===== src/rtl/ex_mem_pkg.sv =====
// ex_mem_pkg: shared constants, bus types and the stage-update decode used by
// the EX/MEM pipeline register.
//   RstEnable/WriteDisable/ZeroWord/NOPRegAddr : reset/clear values
//   Stop/NoStop                                : stall-bit encodings
//   reg_addr_bus_t/reg_bus_t/double_reg_bus_t  : [4:0]/[31:0]/[63:0] buses
//   stage_action()                             : per-edge update priority
package ex_mem_pkg;

  localparam logic        RstEnable    = 1'b1;
  localparam logic        WriteDisable = 1'b0;
  localparam logic [31:0] ZeroWord     = 32'h0000_0000;
  localparam logic [4:0]  NOPRegAddr   = 5'b00000;
  localparam logic        Stop         = 1'b1;
  localparam logic        NoStop       = 1'b0;

  // Stall vector positions: pc, if, id, ex, mem, wb.
  localparam int STALL_EX  = 3;
  localparam int STALL_MEM = 4;

  typedef logic [4:0]  reg_addr_bus_t;
  typedef logic [31:0] reg_bus_t;
  typedef logic [63:0] double_reg_bus_t;

  typedef enum logic [1:0] {
    ACT_CLEAR  = 2'd0,
    ACT_BUBBLE = 2'd1,
    ACT_HOLD   = 2'd2,
    ACT_PASS   = 2'd3
  } stage_act_e;

  // Priority: reset, flush, bubble, hold, pass. EX running while MEM stalls
  // cannot happen in a consistent pipeline; it falls through to pass.
  function automatic stage_act_e stage_action(input logic rst,
                                              input logic flush,
                                              input logic [5:0] stall);
    stage_act_e act;
    if (rst == RstEnable) begin
      act = ACT_CLEAR;
    end else if (flush == 1'b1) begin
      act = ACT_CLEAR;
    end else if (stall[STALL_EX] == Stop && stall[STALL_MEM] == NoStop) begin
      act = ACT_BUBBLE;
    end else if (stall[STALL_EX] == Stop) begin
      act = ACT_HOLD;
    end else begin
      act = ACT_PASS;
    end
    return act;
  endfunction

endpackage


===== src/rtl/ex_mem_if.sv =====
// ex_mem_if: EX -> MEM pipeline bus.
//   ex_*      : result, destination and HI/LO write from EX
//   hilo_i/cnt_i : madd/msub partial product and step count from EX
//   mem_*     : registered copy presented to MEM
//   hilo_o/cnt_o : registered partial product/count fed back to EX
// master = EX side (drives ex_*), slave = the pipeline register.
interface ex_mem_if;
  import ex_mem_pkg::*;

  reg_addr_bus_t   ex_wd;
  logic            ex_wreg;
  reg_bus_t        ex_wdata;
  logic            ex_whilo;
  reg_bus_t        ex_hi;
  reg_bus_t        ex_lo;
  double_reg_bus_t hilo_i;
  logic [1:0]      cnt_i;

  reg_addr_bus_t   mem_wd;
  logic            mem_wreg;
  reg_bus_t        mem_wdata;
  logic            mem_whilo;
  reg_bus_t        mem_hi;
  reg_bus_t        mem_lo;
  double_reg_bus_t hilo_o;
  logic [1:0]      cnt_o;

  modport master (
    output ex_wd, ex_wreg, ex_wdata, ex_whilo, ex_hi, ex_lo, hilo_i, cnt_i,
    input  mem_wd, mem_wreg, mem_wdata, mem_whilo, mem_hi, mem_lo, hilo_o, cnt_o
  );

  modport slave (
    input  ex_wd, ex_wreg, ex_wdata, ex_whilo, ex_hi, ex_lo, hilo_i, cnt_i,
    output mem_wd, mem_wreg, mem_wdata, mem_whilo, mem_hi, mem_lo, hilo_o, cnt_o
  );

endinterface


===== src/rtl/ex_mem.sv =====
// ex_mem: EX/MEM pipeline register, one cycle latency, all outputs registered.
//   clk   : rising-edge clock
//   rst   : synchronous active-high reset
//   stall : [5:0] pc,if,id,ex,mem,wb; only bits 3 (EX) and 4 (MEM) matter
//   flush : exception flush, clears the stage like reset
//   bus   : ex_mem_if slave (ex_* in, mem_*/hilo_o/cnt_o out)
// A bubble inserts a NOP toward MEM but keeps the madd/msub partial product
// and step count alive so the stalled EX stage can continue the operation.
module ex_mem
  import ex_mem_pkg::*;
(
  input  logic         clk,
  input  logic         rst,
  input  logic [5:0]   stall,
  input  logic         flush,
  ex_mem_if.slave      bus
);

  reg_addr_bus_t   mem_wd_r;
  logic            mem_wreg_r;
  reg_bus_t        mem_wdata_r;
  logic            mem_whilo_r;
  reg_bus_t        mem_hi_r;
  reg_bus_t        mem_lo_r;
  double_reg_bus_t hilo_r;
  logic [1:0]      cnt_r;

  // Stage register: clear, bubble, hold or pass, decided once per edge.
  always_ff @(posedge clk) begin
    case (stage_action(rst, flush, stall))
      ACT_CLEAR: begin
        mem_wd_r    <= NOPRegAddr;
        mem_wreg_r  <= WriteDisable;
        mem_wdata_r <= ZeroWord;
        mem_whilo_r <= WriteDisable;
        mem_hi_r    <= ZeroWord;
        mem_lo_r    <= ZeroWord;
        hilo_r      <= 64'h0;
        cnt_r       <= 2'b00;
      end
      ACT_BUBBLE: begin
        mem_wd_r    <= NOPRegAddr;
        mem_wreg_r  <= WriteDisable;
        mem_wdata_r <= ZeroWord;
        mem_whilo_r <= WriteDisable;
        mem_hi_r    <= ZeroWord;
        mem_lo_r    <= ZeroWord;
        hilo_r      <= bus.hilo_i;
        cnt_r       <= bus.cnt_i;
      end
      ACT_HOLD: begin
        mem_wd_r    <= mem_wd_r;
        mem_wreg_r  <= mem_wreg_r;
        mem_wdata_r <= mem_wdata_r;
        mem_whilo_r <= mem_whilo_r;
        mem_hi_r    <= mem_hi_r;
        mem_lo_r    <= mem_lo_r;
        hilo_r      <= hilo_r;
        cnt_r       <= cnt_r;
      end
      default: begin
        // Pass: a completed multi-cycle op leaves no partial state behind.
        mem_wd_r    <= bus.ex_wd;
        mem_wreg_r  <= bus.ex_wreg;
        mem_wdata_r <= bus.ex_wdata;
        mem_whilo_r <= bus.ex_whilo;
        mem_hi_r    <= bus.ex_hi;
        mem_lo_r    <= bus.ex_lo;
        hilo_r      <= 64'h0;
        cnt_r       <= 2'b00;
      end
    endcase
  end

  assign bus.mem_wd    = mem_wd_r;
  assign bus.mem_wreg  = mem_wreg_r;
  assign bus.mem_wdata = mem_wdata_r;
  assign bus.mem_whilo = mem_whilo_r;
  assign bus.mem_hi    = mem_hi_r;
  assign bus.mem_lo    = mem_lo_r;
  assign bus.hilo_o    = hilo_r;
  assign bus.cnt_o     = cnt_r;

endmodule


===== src/flat_wrapper.sv =====
// flat-port wrapper written by rule: the top's interface ports become plain ports
module ex_mem_flat import ex_mem_pkg::*;
  (clk, rst, stall, flush, bus_ex_wd, bus_ex_wreg, bus_ex_wdata, bus_ex_whilo, bus_ex_hi, bus_ex_lo, bus_hilo_i, bus_cnt_i, bus_mem_wd, bus_mem_wreg, bus_mem_wdata, bus_mem_whilo, bus_mem_hi, bus_mem_lo, bus_hilo_o, bus_cnt_o);
  ex_mem_if bus_i ();
  input  logic clk;
  input  logic rst;
  input  logic [5:0] stall;
  input  logic flush;
  input wire logic [$bits(bus_i.ex_wd)-1:0] bus_ex_wd;
  input wire logic [$bits(bus_i.ex_wreg)-1:0] bus_ex_wreg;
  input wire logic [$bits(bus_i.ex_wdata)-1:0] bus_ex_wdata;
  input wire logic [$bits(bus_i.ex_whilo)-1:0] bus_ex_whilo;
  input wire logic [$bits(bus_i.ex_hi)-1:0] bus_ex_hi;
  input wire logic [$bits(bus_i.ex_lo)-1:0] bus_ex_lo;
  input wire logic [$bits(bus_i.hilo_i)-1:0] bus_hilo_i;
  input wire logic [$bits(bus_i.cnt_i)-1:0] bus_cnt_i;
  output wire logic [$bits(bus_i.mem_wd)-1:0] bus_mem_wd;
  output wire logic [$bits(bus_i.mem_wreg)-1:0] bus_mem_wreg;
  output wire logic [$bits(bus_i.mem_wdata)-1:0] bus_mem_wdata;
  output wire logic [$bits(bus_i.mem_whilo)-1:0] bus_mem_whilo;
  output wire logic [$bits(bus_i.mem_hi)-1:0] bus_mem_hi;
  output wire logic [$bits(bus_i.mem_lo)-1:0] bus_mem_lo;
  output wire logic [$bits(bus_i.hilo_o)-1:0] bus_hilo_o;
  output wire logic [$bits(bus_i.cnt_o)-1:0] bus_cnt_o;
  assign bus_i.ex_wd = bus_ex_wd;
  assign bus_i.ex_wreg = bus_ex_wreg;
  assign bus_i.ex_wdata = bus_ex_wdata;
  assign bus_i.ex_whilo = bus_ex_whilo;
  assign bus_i.ex_hi = bus_ex_hi;
  assign bus_i.ex_lo = bus_ex_lo;
  assign bus_i.hilo_i = bus_hilo_i;
  assign bus_i.cnt_i = bus_cnt_i;
  assign bus_mem_wd = bus_i.mem_wd;
  assign bus_mem_wreg = bus_i.mem_wreg;
  assign bus_mem_wdata = bus_i.mem_wdata;
  assign bus_mem_whilo = bus_i.mem_whilo;
  assign bus_mem_hi = bus_i.mem_hi;
  assign bus_mem_lo = bus_i.mem_lo;
  assign bus_hilo_o = bus_i.hilo_o;
  assign bus_cnt_o = bus_i.cnt_o;
  ex_mem u_core (.clk(clk), .rst(rst), .stall(stall), .flush(flush), .bus(bus_i));
endmodule

===== config.mk =====
export PLATFORM = sky130hd
export DESIGN_NAME = ex_mem_flat
export DESIGN_NICKNAME = d
export VERILOG_FILES = /design/src/rtl/ex_mem_pkg.sv /design/src/rtl/ex_mem_if.sv /design/src/rtl/ex_mem.sv /design/src/flat_wrapper.sv
export SDC_FILE = /design/constraint.sdc
export NUM_CORES = 1
export LEC_CHECK = 0
export CAP_MARGIN = 15
export CORE_MARGIN = 4
export CORE_UTILIZATION = 36
export CTS_CLUSTER_SIZE = 20
export DETAILED_ROUTE_END_ITERATION = 8
export PLACE_DENSITY = 0.87
export SLEW_MARGIN = 15
export SYNTH_ARGS = -nofsm -noshare
export SYNTH_HDL_FRONTEND = slang
export SYNTH_SLANG_ARGS = --single-unit
export TNS_END_PERCENT = 100

===== constraint.sdc =====
create_clock -name clk -period 8.2 [get_ports clk]
set_input_delay 0.82 -clock clk [delete_from_list [all_inputs] [get_ports clk]]
set_output_delay 0.82 -clock clk [all_outputs]
set_load 0.05 [all_outputs]

==> flow_summary.ini <==
[floorplan]
core_area_um2 = 18100
dieArea_um2 = 20700
ioPinCount = 347
die_w_um = 144
fp.dieH_um = 144
rows = 49
start_util_pct = 36.8

[min_path]
hold_depth = 2
min_from = rst
hold_path.class = in -> reg
whs_endpoint = u_core.bus.mem_lo[4]

[timing]
period_share_pct = 37.0
fmax_mhz = 329
tns_ns = 0
report.final.hold_viol_count = 0
rsz0062_at_grt = no
final_max_slew_viol_count = 0
setup_viol = 0
tightest_slew_ns = 1.10
slew_headroom_pct = 26.6
timing.final.crit_period_ns = 3.04

[yosys]
syn_area_um2 = 6650
syn_inst = 383
yosys-top-cells-area = edfxtp_1 76%, nor4b_1 14%, and2_1 6.2%
yosysUniqueCellTypes = 10
synth_flop_cell = edfxtp_1
synth_seq_area_share_pct = 76.3
yosysTopAreaCell = edfxtp_1
synth_edf_count = 169
yosysWarnings = 0
syn_nets = 561
synth.most_common_cell = edfxtp_1
yosysTopAreaCellShare_pct = 76.3
avgSynthCellArea_um2 = 17.4
synthTopCellsByCount = 169 x edfxtp_1, 103 x nor4b_1, 66 x and2_1
async_reset_ff_share_pct = 0
ys_seq_elements = 169

[critical_path]
critPathCaptureType = flop
crit_chain = clkdlybuf4s50_1, nand4bb_4, buf_4
worstPathArrival_ns = 3.08
cp_slowest_cell = nand4bb_4
worstPathMaxFanout = 70
worstSetupStartpointType = input port
crit_required_ns = 8.24
max_stage_delay_ns = 0.84
criticalPathCategory = in -> reg
crit_family = buffers and inverters
worst-path-buf-inv = 2

[cts]
cts_setup_buffers = 0
path_clk_slew_ns = 0.06
hold_buffers = 0
cts.path.max_buffers = 2
cts_sinks = 169
cts_tree = done
cts_buffers = 17
clock-root-buffer = clkbuf_16
cts-htree-levels = 4
cts_resized = 0

[pwr]
p_leak_nw = 3.89
clock_power_share_pct = 35.2
p_per_area_nw_per_um2 = 200
power_frac_seq_pct = 46.6
p_sw_share_pct = 27.1
finalPower_mw = 2.16
p_int_mw = 1.57
peakVddDrop_v = 0.000152
p_switching_mw = 0.584
p_comb_share_pct = 18.2

[global_route]
antenna_found_initial = 2
grt_start_max_net_pins = 83
grt_pass1_vias = 4784
grt_pass1_wl_mm = 27.3
overflow = 0
grt_use_total_pct = 17.6

[routing]
first_iter_violations = 335
antenna_left = 0
viasPerCell = 4.90
drt-total-wl_mm = 19.3
drc = 0
dr.pass1.iters = 4
num_vias = 4669
avgRoutedWirePerCell_um = 20.2

[run]
drv_cap = 0

[outcome]
status = complete, no violations

[placed_design]
gp_congestion = 0.800
port_buffers = 342
dpl.hpwl_mm = 13.7
dp_cells = 918

[cells_and_area]
fin_cells = 952
finalNetCount = 886
drive_gt1_share_pct = 5.69
syn2layout_area_growth_pct = 61.9
==> per-layer routing <==
layer,part of all wire [%],track usage [%],routed length [um]
met1,38,20.5,7300
met2,52,30.1,10100
met3,7.9,6.39,1510
met4,1.8,5.90,356
met5,0,0,0
==> through the flow <==
step           hold WS, ns  utilization (%)  instance area [um2]  setup slack, ns
3_3_place_gp          1.37             56.4                10200             4.79
6_report             0.946             59.5                10800             5.16
2_1_floorplan         1.02                -                 6650            0.327
5_1_grt              0.937             59.5                10800             4.98
4_1_cts              0.932             59.5                10800             5.13
3_5_place_dp          1.38             56.4                10200             4.68
==> sequential cells by signal, summed over array words and instances (netlist names) <==
name and count:
u_core.bus.mem_hi 32, u_core.bus.hilo_o 64, u_core.bus.mem_wreg 1, u_core.bus.mem_whilo 1, u_core.bus.mem_wd 5, u_core.bus.cnt_o 2
u_core.bus.mem_wdata 32, u_core.bus.mem_lo 32
==> cell usage in the layout (no fill, tap or decap), drive strengths merged <==
master / n
nor2b: 1
nand4bb: 1
edfxtp: 169
clkdlybuf4s50: 340
nor4b: 104
bufinv: 1
diode: 2
clkinv: 7
clkbuf: 18
clkinvlp: 2
inv: 4
and2: 66
buf: 8
==> power groups by stage <==
stage | registers, mW | logic (mW) | clock network, mW
2_1_floorplan | 1.19 | 0.0514 | 0
6_report | 1.01 | 0.392 | 0.759
5_1_grt | 1.01 | 0.407 | 0.814
3_3_place_gp | 1.02 | 0.389 | 0
4_1_cts | 1.01 | 0.395 | 0.771
3_5_place_dp | 1.03 | 0.393 | 0
==> how the worst max path moves through the flow <==
stage	startpoint	to	cells past startpoint
2_1_floorplan	rst	u_core.bus.cnt_o[0]	2
3_3_place_gp	stall[4]	u_core.bus.hilo_o[42]	3
3_5_place_dp	stall[4]	u_core.bus.hilo_o[42]	3
4_1_cts	stall[4]	u_core.bus.hilo_o[34]	3
5_1_grt	stall[4]	u_core.bus.hilo_o[34]	3
6_report	stall[4]	u_core.bus.hilo_o[42]	3
==> layout make-up <==
type / instances / area, um2
Timing Repair Buffer: 348 / 3460
Multi-Input combinational cell: 172 / 1380
Fill cell: 1416 / 7330
Clock inverter: 14 / 121
Clock buffer: 18 / 429
Antenna cell: 2 / 5.00
Sequential cell: 169 / 5070
Tap cell: 229 / 287
==> cells by family after synthesis <==
logic type	Yosys count	synth area share, %
buffers and inverters	42	3.26
DFF	169	76.3
and+or+nand+nor	172	20.4
Power figures use the tool's default switching activity.
